$ cat src/rtl/instruction_encode.sv
// RV32I field-bundle encoder. Each bundle is packed into a 32-bit
// instruction word. Legal words are queued in a 2-entry FIFO together
// with a byte address that advances by 4 per word. Illegal and
// misaligned bundles are counted and flagged, and nothing is queued.
module instruction_encode #(
    parameter logic [31:0] BASE_ADDR = 32'h0000_0000
) (
    input  logic        clk,
    input  logic        rst_n,
    input  logic        clear,
    input  logic        in_valid,
    output logic        in_ready,
    input  logic [6:0]  opcode,
    input  logic [4:0]  rd,
    input  logic [2:0]  funct3,
    input  logic [4:0]  rs1,
    input  logic [4:0]  rs2,
    input  logic [6:0]  funct7,
    input  logic [31:0] imm,
    output logic        out_valid,
    input  logic        out_ready,
    output logic [31:0] out_data,
    output logic [31:0] out_addr,
    output logic        err_illegal,
    output logic        err_misalign,
    output logic [7:0]  drop_cnt
);

    localparam logic [6:0] OP_R      = 7'b0110011;
    localparam logic [6:0] OP_LOAD   = 7'b0000011;
    localparam logic [6:0] OP_JALR   = 7'b1100111;
    localparam logic [6:0] OP_IMM    = 7'b0010011;
    localparam logic [6:0] OP_STORE  = 7'b0100011;
    localparam logic [6:0] OP_BRANCH = 7'b1100011;
    localparam logic [6:0] OP_LUI    = 7'b0110111;
    localparam logic [6:0] OP_AUIPC  = 7'b0010111;
    localparam logic [6:0] OP_JAL    = 7'b1101111;

    // Slot 0 is the head and drives the outputs directly. Slot 1 is the tail.
    logic [31:0] r_data [2];
    logic [31:0] r_addr [2];
    logic [1:0]  r_count;
    logic [31:0] r_wr_addr;
    logic        r_live;
    logic        r_err_ill;
    logic        r_err_mis;
    logic [7:0]  r_drop;

    logic [31:0] w_enc;
    logic        w_legal;
    logic        w_misalign;
    logic        w_accept;
    logic        w_push;
    logic        w_pop;

    // Classify the opcode and assemble the instruction word.
    always_comb begin
        // NOTE: every output of this block gets a default first, so no path can infer a latch.
        w_enc      = 32'd0;
        w_legal    = 1'b0;
        w_misalign = 1'b0;
        unique case (opcode)
            OP_R: begin
                w_enc   = {funct7, rs2, rs1, funct3, rd, opcode};
                w_legal = 1'b1;
            end
            OP_LOAD, OP_JALR: begin
                w_enc   = {imm[11:0], rs1, funct3, rd, opcode};
                w_legal = 1'b1;
            end
            OP_IMM: begin
                if (funct3 == 3'b001 || funct3 == 3'b101)
                    w_enc = {funct7, imm[4:0], rs1, funct3, rd, opcode};
                else
                    w_enc = {imm[11:0], rs1, funct3, rd, opcode};
                w_legal = 1'b1;
            end
            OP_STORE: begin
                w_enc   = {imm[11:5], rs2, rs1, funct3, imm[4:0], opcode};
                w_legal = 1'b1;
            end
            OP_BRANCH: begin
                w_enc      = {imm[12], imm[10:5], rs2, rs1, funct3, imm[4:1], imm[11], opcode};
                w_misalign = imm[0];
                w_legal    = ~imm[0];
            end
            OP_LUI, OP_AUIPC: begin
                w_enc   = {imm[31:12], rd, opcode};
                w_legal = 1'b1;
            end
            OP_JAL: begin
                w_enc      = {imm[20], imm[10:1], imm[11], imm[19:12], rd, opcode};
                w_misalign = imm[0];
                w_legal    = ~imm[0];
            end
            default: ;
        endcase
    end

    // Handshake decode. During a clear, in_ready stays high even when the buffer is full.
    assign in_ready  = r_live & ((r_count != 2'd2) | clear);
    assign w_accept  = in_valid & in_ready;
    assign w_push    = w_accept & w_legal & ~clear;
    assign w_pop     = (r_count != 2'd0) & out_ready;

    assign out_valid    = (r_count != 2'd0);
    assign out_data     = r_data[0];
    assign out_addr     = r_addr[0];
    assign err_illegal  = r_err_ill;
    assign err_misalign = r_err_mis;
    assign drop_cnt     = r_drop;

    // FIFO slots, write address, error flags and drop counter.
    always_ff @(posedge clk or negedge rst_n) begin
        if (!rst_n) begin
            // NOTE: the two slots are reset explicitly because slot 0 is a visible output (out_data and out_addr).
            r_data[0] <= 32'd0;
            r_data[1] <= 32'd0;
            r_addr[0] <= BASE_ADDR;
            r_addr[1] <= BASE_ADDR;
            r_count   <= 2'd0;
            r_wr_addr <= BASE_ADDR;
            r_live    <= 1'b0;
            r_err_ill <= 1'b0;
            r_err_mis <= 1'b0;
            r_drop    <= 8'd0;
        end else begin
            // NOTE: state updates use non-blocking assignments, so every right-hand side reads the pre-edge values.
            r_live <= 1'b1;
            if (clear) begin
                r_data[0] <= 32'd0;
                r_data[1] <= 32'd0;
                r_addr[0] <= BASE_ADDR;
                r_addr[1] <= BASE_ADDR;
                r_count   <= 2'd0;
                r_wr_addr <= BASE_ADDR;
                r_err_ill <= 1'b0;
                r_err_mis <= 1'b0;
                r_drop    <= 8'd0;
            end else begin
                if (w_accept && !w_legal) begin
                    if (w_misalign) r_err_mis <= 1'b1;
                    else            r_err_ill <= 1'b1;
                    if (r_drop != 8'hFF) r_drop <= r_drop + 8'd1;
                end
                if (w_push) r_wr_addr <= r_wr_addr + 32'd4;
                case ({w_push, w_pop})
                    2'b10: begin
                        if (r_count == 2'd0) begin
                            r_data[0] <= w_enc;
                            r_addr[0] <= r_wr_addr;
                        end else begin
                            r_data[1] <= w_enc;
                            r_addr[1] <= r_wr_addr;
                        end
                        r_count <= r_count + 2'd1;
                    end
                    2'b01: begin
                        r_data[0] <= r_data[1];
                        r_addr[0] <= r_addr[1];
                        r_count   <= r_count - 2'd1;
                    end
                    2'b11: begin
                        if (r_count == 2'd1) begin
                            r_data[0] <= w_enc;
                            r_addr[0] <= r_wr_addr;
                        end else begin
                            r_data[0] <= r_data[1];
                            r_addr[0] <= r_addr[1];
                            r_data[1] <= w_enc;
                            r_addr[1] <= r_wr_addr;
                        end
                    end
                    default: ;
                endcase
            end
        end
    end

endmodule

$ cat config.mk
export PLATFORM = sky130hd
export DESIGN_NAME = instruction_encode
export DESIGN_NICKNAME = d
export VERILOG_FILES = /design/src/rtl/instruction_encode.sv
export SDC_FILE = /design/constraint.sdc
export NUM_CORES = 1
export LEC_CHECK = 0
export ABC_AREA = 1
export CAP_MARGIN = 20
export CORE_ASPECT_RATIO = 1.25
export CORE_MARGIN = 4
export CORE_UTILIZATION = 30
export DETAILED_ROUTE_END_ITERATION = 10
export SYNTH_ARGS = -nofsm -noshare
export SYNTH_HDL_FRONTEND = slang
export SYNTH_SLANG_ARGS = --single-unit
$ cat constraint.sdc
create_clock -name clk -period 4.3 [get_ports clk]
set_input_delay 0.43 -clock clk [delete_from_list [all_inputs] [get_ports clk]]
set_output_delay 0.43 -clock clk [all_outputs]
set_load 0.005 [all_outputs]
## Yosys cells after proc, flatten, opt, wreduce, memory -nomap -nowiden

Cells that the tools add are included.
Widths: inputs -> output; s select.

- Bitwise logic cells: 8
- Muxes and demuxes: 31
- Equal/unequal tests: 21
- Add/sub/neg operators: 4
- Reduce and logical (&&, ||, !) cells: 21

Operators with widths:

| operator | number |
|---|---|
| $mux 32 | 11 |
| $pmux 32 s7 | 1 |
| $pmux 32 s3 | 2 |
| $mux 64 | 2 |
| $pmux 32 s2 | 2 |
| $add 32x3->32 const B | 1 |
| $mux 8 | 3 |
| $eq 7x6->1 const B | 3 |
| $eq 7x7->1 const B | 3 |
| $eq 7x5->1 const B | 2 |
| $reduce_bool 2->1 | 5 |
| $ne 3x3->1 const B | 3 |
| $add 8x1->8 const B | 1 |
| $ne 8x8->1 const B | 1 |
| $reduce_and 2->1 | 4 |
| $eq 7x2->1 const B | 1 |
| $mux 1 | 7 |
| $reduce_or 7->1 | 1 |
| $reduce_bool 3->1 | 2 |
| $reduce_or 2->1 | 3 |
| $and 1x1->1 | 5 |
| $eq 2x1->1 const B | 2 |
| $eq 2x2->1 const B | 2 |
| $ne 2x2->1 const B | 2 |
| other kinds (15) | 16 |

- Output and inout bits: 76
- Register bits after elaboration: 173

## Logic depth before layout (Yosys ltp)

- Word-level depth: 9
- Depth in mapped cells: 20
- Depth with buffers taken out: 19

## Worst setup path after synthesis

OpenSTA, ideal clock, no wires.

- Path kind: input to register
- Start point: input port opcode[0]
- End point: register r_data (netlist bit out_data[20])
- Required time: 4,231 ps
- Cell stages on the path: 19
- Slack: 1,652 ps
- Data arrival time: 2,579 ps
- Buffers on the path: 1
- Cells stage by stage: nand2_1 nor2_1 nand2_1 nand2_2 nor2_4 nand3_2 nand2_4 nor2_2 inv_1 ha_1 nand2_1 nand2_2 nor2_4 inv_2 or2_1 inv_2 buf_6 nand2_1 nand3_1

- Word-level cells in the longest chain between the ends: 8
- Elaborated cells between the ends (all ways): 27
- Classes of those cells: eq/ne (13); mux (6); bitwise (2); reduce/logical (6)

RTL lines:

| item | RTL line | text |
|---|---|---|
| start, declared | 13 | `input logic [6:0] opcode,` |
| $eq 7x5->1, or another cell as far along | 62 | `unique case (opcode)` |
| $reduce_or 7->1 (no line) or $reduce_or 2->1 (tied branches) | -- |  |
| $pmux 1 s2 | 62 |  |
| $and 1x1->1 (2 in series) | 103 | `assign w_push = w_accept & w_legal & ~clear;` |
| $eq 2x2->1 or $eq 2x1->1 (tied branches) | 147 | `case ({w_push, w_pop})` |
| $pmux 32 s3, or another cell as far along | 147 |  |
| $mux 64 or $reduce_and 2->1 (tied branches) | -- |  |
| end, declared | 40 | `logic [31:0] r_data [2];` |

Parallel ways exist; a longest one is shown, timed or not. The select of a mux whose other input is x is not followed.
A chain may end at the register's enable or synchronous reset.

## Worst setup path after layout

- Start point: input port opcode[5]
- End point: register r_data (netlist bit out_data[15])

The elaborated chain is that of the path after synthesis.

==> results.py <==
metrics = {
    "timing": {
        "setup_tns_ns": 0,
        "maxSlewHeadroom_pct": 29.6,
        "post-route-period-util_pct": 78.1,
        "setup_viol": 0,
        "max_freq_ghz": 0.298,
        "skew_ns": 0.0190,
        "rsz0062_at_grt": "false",
        "timing.final.crit_period_ns": 3.36,
        "tightestPinTransition_ns": 1.06,
        "drv_slew": 0,
        "hold_viol": 0,
    },
    "pwr": {
        "power_density_mw_per_mm2": 326,
        "p_leak_uw": 0.00514,
        "ir_worst_vdd_v": 0.000219,
    },
    "clock_tree": {
        "cts_setup_buffers": 0,
        "htreeDepth": 4,
        "cts-resized-gates": 0,
        "cts_tree": "done",
        "clk_pin_slew_ns": 0.09,
        "clk_latency_ns": 0.45,
        "clockRootBuffer": "clkbuf_16",
        "cts_sinks": 169,
        "cts_buffer_depth": 2,
        "postCtsHoldBufs": 0,
        "cts_buffers": 17,
    },
    "setup_path": {
        "path_delay_family": "simple AND/OR/NAND/NOR gates",
        "slowest_delay_ns": 0.59,
        "reg2reg_setup_slack_ns": 1.07,
        "required_ns": 4.67,
        "crit_path_end_kind": "register",
        "crit_path_start_kind": "primary input",
        "worst_r2r_path_depth": 15,
        "path_cells": "clkdlybuf4s50_1 > nand2_2 > nor2_4 > nand2_1 > nand2_2 > nor2_4 > nand3_2 > nand2_4 > nor2_2 > inv_1 > ha_1 > nand2_1 > nand2_2 > buf_4 > nand2_1 > nor2_1 > a31oi_1 > o21ai_1",
        "critPathKind": "primary input to register",
        "critPathMaxFanout": 53,
        "worstPathArrival_ns": 3.73,
        "r2r-end": "out_data[15]",
        "slowest_stage": "clkdlybuf4s50_1",
        "timing.rr.start": "r_count[0]",
        "path_buf_inv": 3,
    },
    "detailed_routing": {
        "dr.pass1.iters": 7,
        "viasPerCell": 4.82,
        "ant_nets": 0,
        "wirelength_microns": 27500,
        "drc": 0,
        "drt-initial-drc-count": 515,
        "post_drt_wl_per_cell_microns": 16.0,
        "num_vias": 8270,
    },
    "die": {
        "io-pin-count": 145,
        "placementRows": 72,
        "fp.dieH_microns": 206,
        "initial_core_util_pct": 30.4,
        "die_x_microns": 166,
        "core_area_sq_mm": 0.0309,
        "die-area_sq_mm": 0.0342,
    },
    "yosys": {
        "yosys_warnings": 0,
        "syn_avg_cell_area_sq_um": 7.60,
        "netlist_area_sq_mm": 0.00939,
        "ys_types": 40,
        "synth-seq-cells": 169,
        "ys_seq_area_share_pct": 45.0,
        "netlist_instances": 1235,
        "synthesis.nets": 1312,
    },
    "grt": {
        "grt_pass1_vias": 8068,
        "grt_pass1_wl_microns": 44300,
        "antenna_found_initial": 0,
        "grtUsageTotal_pct": 15.9,
        "grt_max_degree": 99,
        "overflow": 0,
    },
    "run_status": {
        "status": "completed",
    },
    "final_layout": {
        "finish.net_count": 1373,
        "area_delta_synth_final_pct": 20.7,
        "fin_util_pct": 36.7,
        "drive_gt1_share_pct": 5.58,
        "diodes": 0,
    },
    "flow_run": {
        "max_cap_violations": 0,
    },
    "hold_path": {
        "hold_class": "primary input to async pin",
    },
    "placement": {
        "io_buffers": 144,
        "dp_hpwl_microns": 19400,
        "gp_congestion": 0.948,
    },
}
==> worst max-delay path by stage <==
stage	from	endpoint	slack, ns	depth (start not counted)
floorplan	opcode[0]	out_data[20]	1.65	19
detailed placement	opcode[5]	out_data[15]	0.47	18
global route	opcode[5]	out_data[8]	0.59	18
global placement	opcode[5]	out_data[8]	0.61	18
CTS	opcode[5]	out_data[15]	0.92	18
finish	opcode[5]	out_data[15]	0.94	18
==> synthesized netlist by cell type (all sizes together) <==
cell type,instances,area share (%)
or2,1,0.067
clkbuf,28,1.1
nand3b,1,0.080
conb,1,0.040
nor2,114,5.0
o22ai,32,2.1
ha,8,1.1
nand4,6,0.40
and2,1,0.080
nand3,111,6.0
nand2,345,14
nor3b,1,0.080
a21boi,6,0.48
o211ai,2,0.16
buf,90,6.9
a31oi,44,2.9
dfrtp,169,45
o21bai,5,0.40
nor3,40,2.1
a31o,1,0.093
a22oi,3,0.24
a21oi,9,0.48
xnor2,1,0.093
inv,129,5.2
a32oi,5,0.47
xor2,23,2.1
o311ai,2,0.19
o21ai,57,3.0
==> logic make-up (layout without fill, tap and decap cells) <==
| kind of cell | after synthesis | count (layout) | synth area share [%] |
|---|---|---|---|
| adder cells (fa/ha/maj) | 8 | 8 | 1.07 |
| AND/OR/NAND/NOR | 620 | 620 | 27.9 |
| other | 1 | 1 | 0.0399 |
| flip-flops | 169 | 169 | 45.0 |
| buffers and inverters | 247 | 321 | 13.1 |
| XOR/XNOR | 24 | 24 | 2.24 |
| AO/OA/AOI/OAI | 166 | 166 | 10.6 |
==> metrics by stage <==
step	setup WS [ns]	cells	cell area, sq um	power [uW]	hold slack, ns
6_report	0.940	1716	11300	3690	0.0834
5_1_grt	0.586	1716	11300	3840	0.185
4_1_cts	0.923	1716	11300	3740	0.136
3_5_place_dp	0.472	1684	10700	2150	0.467
3_3_place_gp	0.610	1684	10700	2140	0.463
2_1_floorplan	1.65	1235	9390	1910	0.134
==> report_power, final <==
group	internal, uW	switching (uW)	leakage [uW]
Combinational	152	340	0.00248
Sequential	1610	14.8	0.00235
Clock	798	783	0.000300
==> area by class of cell <==
cell class                      count  area, sq um
Fill cell                        3255        19600
Tap cell                          407          509
Clock buffer                       17          425
Inverter                          129          484
Clock inverter                     15          194
Timing Repair Buffer              160         1560
Multi-Input combinational cell    819         3940
Sequential cell                   169         4230
==> flip-flops by register name, summed over array words and instances, names as in the netlist <==
name	flops
r_wr_addr	30
drop_cnt	8
r_live	1
out_data	32
out_addr	31
err_misalign	1
r_count	2
r_data	32
r_addr	31
err_illegal	1
==> metal layers <==
layer / share of wire [%] / global-route usage, % / up-vias
met5: 0 / 0 / -
met2: 51 / 28.3 / 189
met3: 4.2 / 3.00 / 32
li1: - / - / 4053
met4: 1.8 / 4.65 / 0
met1: 43 / 19.8 / 3996
==> layout by cell type, fill, tap and decap left out, drive strengths merged, types with 2 or more instances in the layout <==
cell type / netlist / final
a31oi: 44 / 44
xor2: 23 / 23
o311ai: 2 / 2
ha: 8 / 8
dfrtp: 169 / 169
o22ai: 32 / 32
a21boi: 6 / 6
o211ai: 2 / 2
nand2: 345 / 345
a21oi: 9 / 9
buf: 90 / 17
a32oi: 5 / 5
o21ai: 57 / 57
nand3: 111 / 111
clkinv: 0 / 7
nor3: 40 / 40
a22oi: 3 / 3
inv: 129 / 137
o21bai: 5 / 5
clkdlybuf4s50: 0 / 143
clkbuf: 28 / 17
nand4: 6 / 6
nor2: 114 / 114
(Power assumes the default switching activity.)
